### src/rtl/posit_add_pkg.sv
// Shared constants and result type for the 16-bit posit adder datapath.
package posit_add_pkg;
  localparam int POSIT_N  = 16;
  localparam int POSIT_ES = 1;
  localparam logic [POSIT_N-1:0] POSIT_NAR = 16'h8000;

  typedef struct packed {
    logic [POSIT_N-1:0] data;
    logic               inf;
    logic               zero;
  } posit_res_t;
endpackage

### src/rtl/posit_res_fifo.sv
// First-word-fall-through result FIFO; a full FIFO still accepts a push when the head pops in the same cycle.
module posit_res_fifo #(
  parameter  int W     = 18,
  parameter  int DEPTH = 8,
  localparam int PTR_W = $clog2(DEPTH)
) (
  input  logic           clk,
  input  logic           rst,
  input  logic           push_req,
  input  logic [W-1:0]   din,
  input  logic           pop_req,
  output logic [W-1:0]   dout,
  output logic           not_empty,
  output logic [PTR_W:0] count,
  output logic           drop
);
  localparam logic [PTR_W:0] FULL = (PTR_W+1)'(DEPTH);

  logic [W-1:0]     mem [DEPTH];
  logic [PTR_W-1:0] wr_ptr;
  logic [PTR_W-1:0] rd_ptr;
  logic             push;
  logic             pop;

  assign not_empty = (count != '0);
  assign pop       = pop_req && not_empty;
  assign push      = push_req && ((count != FULL) || pop);
  assign drop      = push_req && !push;
  assign dout      = mem[rd_ptr];

  // Storage is deliberately left out of reset.
  always_ff @(posedge clk) begin
    if (push) mem[wr_ptr] <= din;
  end

  always_ff @(posedge clk) begin
    if (rst) begin
      wr_ptr <= '0;
      rd_ptr <= '0;
      count  <= '0;
    end else begin
      if (push) wr_ptr <= wr_ptr + 1'b1;
      if (pop)  rd_ptr <= rd_ptr + 1'b1;
      case ({push, pop})
        2'b10:   count <= count + 1'b1;
        2'b01:   count <= count - 1'b1;
        default: count <= count;
      endcase
    end
  end
endmodule

### src/rtl/posit_add_result_buf.sv
// Buffers posit adder results for a valid/ready consumer and meters issue credits so no result is lost.
module posit_add_result_buf
  import posit_add_pkg::*;
#(
  parameter  int N     = POSIT_N,
  parameter  int DEPTH = 8,
  localparam int PTR_W = $clog2(DEPTH)
) (
  input  logic           clk,
  input  logic           rst,
  input  logic           issue,
  output logic           issue_ok,
  input  logic           res_valid,
  input  logic [N-1:0]   res_data,
  input  logic           res_inf,
  input  logic           res_zero,
  output logic           out_valid,
  input  logic           out_ready,
  output logic [N-1:0]   out_data,
  output logic           out_inf,
  output logic           out_zero,
  output logic [PTR_W:0] count,
  output logic           err_ovf,
  output logic           err_credit
);
  localparam logic [PTR_W:0] FULL = (PTR_W+1)'(DEPTH);

  logic [PTR_W:0] credits_used;
  logic [N+1:0]   head;
  logic           pop;
  logic           drop;

  assign pop      = out_valid && out_ready;
  assign issue_ok = (credits_used < FULL);
  assign {out_data, out_inf, out_zero} = head;

  posit_res_fifo #(
    .W     (N + 2),
    .DEPTH (DEPTH)
  ) u_fifo (
    .clk       (clk),
    .rst       (rst),
    .push_req  (res_valid),
    .din       ({res_data, res_inf, res_zero}),
    .pop_req   (out_ready),
    .dout      (head),
    .not_empty (out_valid),
    .count     (count),
    .drop      (drop)
  );

  // Credits cover in-flight results plus FIFO occupancy; saturate at both ends.
  always_ff @(posedge clk) begin
    if (rst) begin
      credits_used <= '0;
      err_ovf      <= 1'b0;
      err_credit   <= 1'b0;
    end else begin
      if (drop) err_ovf <= 1'b1;
      if (issue && !issue_ok) err_credit <= 1'b1;
      case ({issue, pop})
        2'b10:   credits_used <= (credits_used == FULL) ? credits_used : credits_used + 1'b1;
        2'b01:   credits_used <= (credits_used == '0) ? credits_used : credits_used - 1'b1;
        default: credits_used <= credits_used;
      endcase
    end
  end
endmodule

### config.mk
export PLATFORM = sky130hd
export DESIGN_NAME = posit_add_result_buf
export DESIGN_NICKNAME = d
export VERILOG_FILES = /design/src/rtl/posit_add_pkg.sv /design/src/rtl/posit_res_fifo.sv /design/src/rtl/posit_add_result_buf.sv
export SDC_FILE = /design/constraint.sdc
export NUM_CORES = 1
export LEC_CHECK = 0
export ABC_AREA = 1
export CORE_AREA = 2 2 112 157
export DETAILED_ROUTE_END_ITERATION = 8
export DIE_AREA = 0 0 114 159
export MAX_ROUTING_LAYER = met4
export PLACE_DENSITY = 0.56
export SYNTH_ARGS = -nofsm -noshare
export SYNTH_HDL_FRONTEND = slang
export SYNTH_SLANG_ARGS = --single-unit
export TNS_END_PERCENT = 30
### constraint.sdc
create_clock -name clk -period 5.1 [get_ports clk]
set_input_delay 1.02 -clock clk [delete_from_list [all_inputs] [get_ports clk]]
set_output_delay 1.02 -clock clk [all_outputs]
set_load 0.01 [all_outputs]
# Word-level counts from Yosys, hierarchy flattened
# Memories as Yosys holds them, arrays and structs flattened. A register that Yosys moved wholly into a read port is not among the register bits.
# Index checks and enable logic that the tools add are counted.
# op_classes
n_addsub,6
order_cmp,1
eq_ne,8
muxes,8
reduce_logical,12
# op_table
operator,count
$pmux 4 s2,2
$add 4x1->4 const B,2
$mux 4,2
$sub 4x1->4 const B,2
$add 3x1->3 const B,2
$mux 3,2
$eq 2x1->1 const B,2
$eq 2x2->1 const B,2
$eq 4x4->1 const B,1
$logic_and 1x1->1,4
$logic_not 4->1,1
$lt 4x4->1 const B,1
$ne 2x2->1 const B,2
$ne 4x4->1 const B,1
$reduce_bool 2->1,2
$reduce_bool 4->1,1
$reduce_and 3->1,1
$logic_not 1->1,2
$mux 1,2
$logic_or 1x1->1,1
# totals
register_bits,16
mem_bits_rw,144
input_bits,23
out_inout_bits,26
word_cells,42
mem_count,1
# memory_table
memory,words,word_bits,rd,rd_ports_with_merged_regs,wr,line_no,rtl
u_fifo.mem,8,18,1,1,1,posit_res_fifo.sv:19,logic [W-1:0] mem [DEPTH];

# Longest topological paths before layout
# logic_depth
ltp_word,6
ltp_mapped,14
ltp_nobuf,14

# Hierarchy
# From an unflattened synthesis, not the netlist that was laid out.
# hier_totals
hier_cells,565
area_unflattened_um2,6685.2
# by_module_without_submodules
mod,n_inst,cells_per_inst,area_each_um2,seq_area_each_um2
posit_res_fifo,1,506,6302.3,4584.4
posit_add_result_buf,1,59,382.9,120.1

# Least setup slack after synthesis
# Ideal clock, no wire load.
# synth_timing
path_type,input to register
start,input out_ready
end,"memory u_fifo.mem[0][0], enable pin"
setup_time_ns,0.393
arrival_ns,2.255
required_time_ns,4.707
setup_slack_ns,2.452
stages,6
path_buffers,0
cell_sequence,nor2_1 nand3_1 nand2_1 inv_1 nand2_1 nor2_1
# synth_via
elab_chain_len,5
# synth_lines
item,line_no,rtl
start: declaration,posit_add_result_buf.sv:18,"input logic out_ready,"
$logic_and 1x1->1,posit_res_fifo.sv:26,assign pop = pop_req && not_empty;
$logic_or 1x1->1,posit_res_fifo.sv:27,assign push = push_req && ((count != FULL) || pop);
$logic_and 1x1->1,posit_res_fifo.sv:27,
$mux 1,posit_res_fifo.sv:33,if (push) mem[wr_ptr] <= din;
$mux 1 (implied by the code),posit_res_fifo.sv:33,
end: declaration,posit_res_fifo.sv:19,
# No other way between the ends.

==> run_results.csv <==
group,metric,value,unit
power,power.density,496,mW/mm^2
power,pwr-share-comb,0.264,
clock_network,cts_tree,"built",
sta,skew,14.0,ps
outcome,status,"completed",
logic_synthesis,synth_most_common_cell,"edfxtp_1",
logic_synthesis,yosysUniqueCellTypes,26,
global_routing,grt_max_degree,73,
global_routing,grt_pass1_vias,4271,
routing,drt-pass1-iter-count,7,
critical_path,worstPathRequired,4080,ps
sta,setup_slack,1270,ps
global_routing,grt_pass1_wl,21.8,mm
floorplan,fp.coreArea,0.0167,mm^2
power,seq_power_share,0.415,
finish,nNetsFinal,627,
critical_path,cp_num_buf_inv,3,
floorplan,io_pins,49,
power,ir_drop,0.251,mV
sta,finalSetupViolations,0,
logic_synthesis,ys_seq_elements,163,
routing,post_drt_wl_per_cell,16.7,um
global_routing,antenna_found_initial,0,
sta,hold_viol,0,
floorplan,die_area,0.0181,mm^2
floorplan,start_util,0.396,
clock_network,cts.clk_slew.worst_paths,60,ps
clock_network,clk_path_buf_depth,2,
logic_synthesis,yosys_warnings,0,
placed_design,pre_cts_slack,1530,ps
logic_synthesis,syn-instance-count,550,
critical_path,critPathLaunchType,"register",
finish,stdcell_count,812,
critical_path,cp.arrival,2810,ps
clock_network,ctsResizeCount,0,
placed_design,placed_area,0.00727,mm^2
power,clkPwrFrac,0.322,
logic_synthesis,synth_top_area_share,0.656,
logic_synthesis,synth-edff-count,144,
critical_path,critical_path.max_stage_delay,820,ps
finish,syn_to_final_growth,19.0,%
sta,tns,0,ps
floorplan,die_width,114,um
clock_network,holdBufCountCts,0,
power,cellInternalPower,2.70,mW
critical_path,critPathKind,"register to primary output",
power,p_sw_frac,0.305,
power,p_leak,2.74,nW
sta,finalCritPeriodShare,0.750,
clock_network,cts.sinks,163,
global_routing,grtUsageTotal,0.161,
routing,first_iter_violations,304,
critical_path,crit_path_frequent_cell,"nand2_1",
routing,viasPerCell,5.17,
critical_path,path_cells,"inv_2 > buf_4 > nor2_1 > o32ai_1 > nand2_1 > nand2_1 > clkdlybuf4s50_1",
routing,vias,4199,
critical_path,cp_max_fo,68,
sta,min_period,3830,ps
logic_synthesis,synthFlopType,"edfxtp_1",
power,power,3.89,mW
sta,rsz0062_at_grt,"false",
routing,drc,0,
sta,worstMarginPinSlew,1190,ps
global_routing,overflow,0,
routing,ant_nets,0,
finish,layout-drive-gt1-share,0.0903,
logic_synthesis,ys_top_cells_by_count,"edfxtp_1, nor2_1, nand2_1, o21ai_0, o32ai_1",
logic_synthesis,synth-seq-area-share,0.713,
placed_design,dp_cells,780,
critical_path,slowest_stage,"inv_2",
routing,wirelength,13.6,mm
logic_synthesis,syn_nets,581,
min_path,min_path_type,"register to register",
floorplan,die_y,159,um
clock_network,root_buffer,"clkbuf_16",
logic_synthesis,async_flop_share,0,
critical_path,cp_top_family,"buffers and inverters",
placed_design,port_buffers,48,
logic_synthesis,synth.avg_cell_area,12.0,um^2
logic_synthesis,syn_area,0.00660,mm^2
finish,design_area,0.00785,mm^2
floorplan,std_cell_rows,56,
clock_network,h-tree-depth,4,
power,power.switching,1.19,mW
placed_design,dp_hpwl,7.92,mm
logic_synthesis,synth_area_leaders,"edfxtp_1, nor2_1, dfxtp_1, o32ai_1, nand2_1",
clock_network,cts_buffers,17,
placed_design,gp_congestion,0.794,
job,cap_violations,0,
sta,slew_viol_final,0,
finish,diodes,0,
logic_synthesis,synth_top_area_cell,"edfxtp_1",
sta,max-slew-margin-rel,0.209,
critical_path,crit_path_end_kind,"primary output",
clock_network,clk_latency,420,ps
sta,fmax,261,MHz
clock_network,post_cts_buffers,0,
## kinds of logic (layout without fill, tap and decap cells)
group                      count (synthesis)  after routing  share of synthesized area
and+or+nand+nor                          231            231                      0.141
DFF                                      163            163                      0.713
AOI/OAI and AO/OA                         95             95                     0.0926
buffers and inverters                     50            109                     0.0322
adders and majority gates                  8              8                     0.0163
xor gates and xnor gates                   3              3                    0.00512
## metrics by stage
step	utilization	hold WS (ps)
floorplan	-	412
global placement	0.436	427
detailed placement	0.436	433
CTS	0.471	441
global route	0.471	460
finish	0.471	437
## final timing paths
path | start | to | slack, ps | cells past startpoint
worst min-delay path | u_fifo.rd_ptr[2]$_SDFFE_PP0P_ | u_fifo.rd_ptr[2]$_SDFFE_PP0P_ | 440 | 1
worst min register to register | u_fifo.rd_ptr[2]$_SDFFE_PP0P_ | u_fifo.rd_ptr[2]$_SDFFE_PP0P_ | 440 | 1
worst max-delay path | register | out_data[12] | 1270 | 7
worst max register to register | u_fifo.count[1]$_SDFFE_PP0P_ | u_fifo.mem[0][10]$_DFFE_PP_ | 2680 | 6
## layout make-up
class | count | area, um^2
tap | 203 | 254
multi-input combinational | 337 | 1690
clock buffer | 18 | 429
clock inverter | 14 | 155
sequential | 163 | 4710
inverter | 23 | 86.3
fill | 1510 | 8820
timing repair buffer | 54 | 526
## registers in the layout, summed over array words and instances, names as in the netlist, named ones only
name and count:
err_ovf 1, u_fifo.wr_ptr 3, credits_used 4, u_fifo.mem 144, u_fifo.rd_ptr 3, u_fifo.count 4
err_credit 1
## layer usage
layer / global-route usage / vias to the layer above / share of wire / wire length, um
li1: - / 2051 / - / -
met1: 0.188 / 2008 / 0.41 / 5590
met2: 0.271 / 115 / 0.52 / 7110
met3: 0.0327 / 25 / 0.047 / 636
met4: 0.0621 / 0 / 0.019 / 263
met5: - / - / 0 / 0
## layout by cell type (no fill, tap or decap)
cell type / n
nand2_1: 79
nor2_2: 7
nor2_1: 131
bufinv_16: 2
nand2_4: 1
o21ai_1: 2
inv_1: 21
nand2_2: 2
clkinvlp_4: 4
o21ai_0: 43
clkinv_4: 2
nand4_1: 3
nand3_2: 3
clkdlybuf4s50_1: 48
clkbuf_16: 17
buf_4: 6
ha_1: 7
inv_6: 3
xor2_2: 1
clkinv_1: 1
xnor2_1: 1
nand3_1: 4
inv_2: 1
fa_1: 1
clkbuf_1: 1
inv_8: 1
xor2_1: 1
a21oi_1: 14
dfxtp_2: 2
o32ai_1: 36
nand3_4: 1
edfxtp_1: 144
clkinv_2: 2
dfxtp_1: 17
## worst reg2reg max path, stage by stage (launching register included)
cell and delay [ps]:
dfxtp_1 490, nor2_2 110, nand3_1 80, nand2_1 140
inv_1 140, nand2_1 150, nor2_2 920
## power by group through the flow
stage,Clock [mW],Combinational [mW],Sequential (mW)
2_1_floorplan,0,0.675,1.60
3_3_place_gp,0,1.01,1.64
3_5_place_dp,0,1.03,1.64
4_1_cts,1.28,1.04,1.62
5_1_grt,1.33,1.15,1.63
6_report,1.25,1.03,1.61
Power figures use the tool's default switching activity.
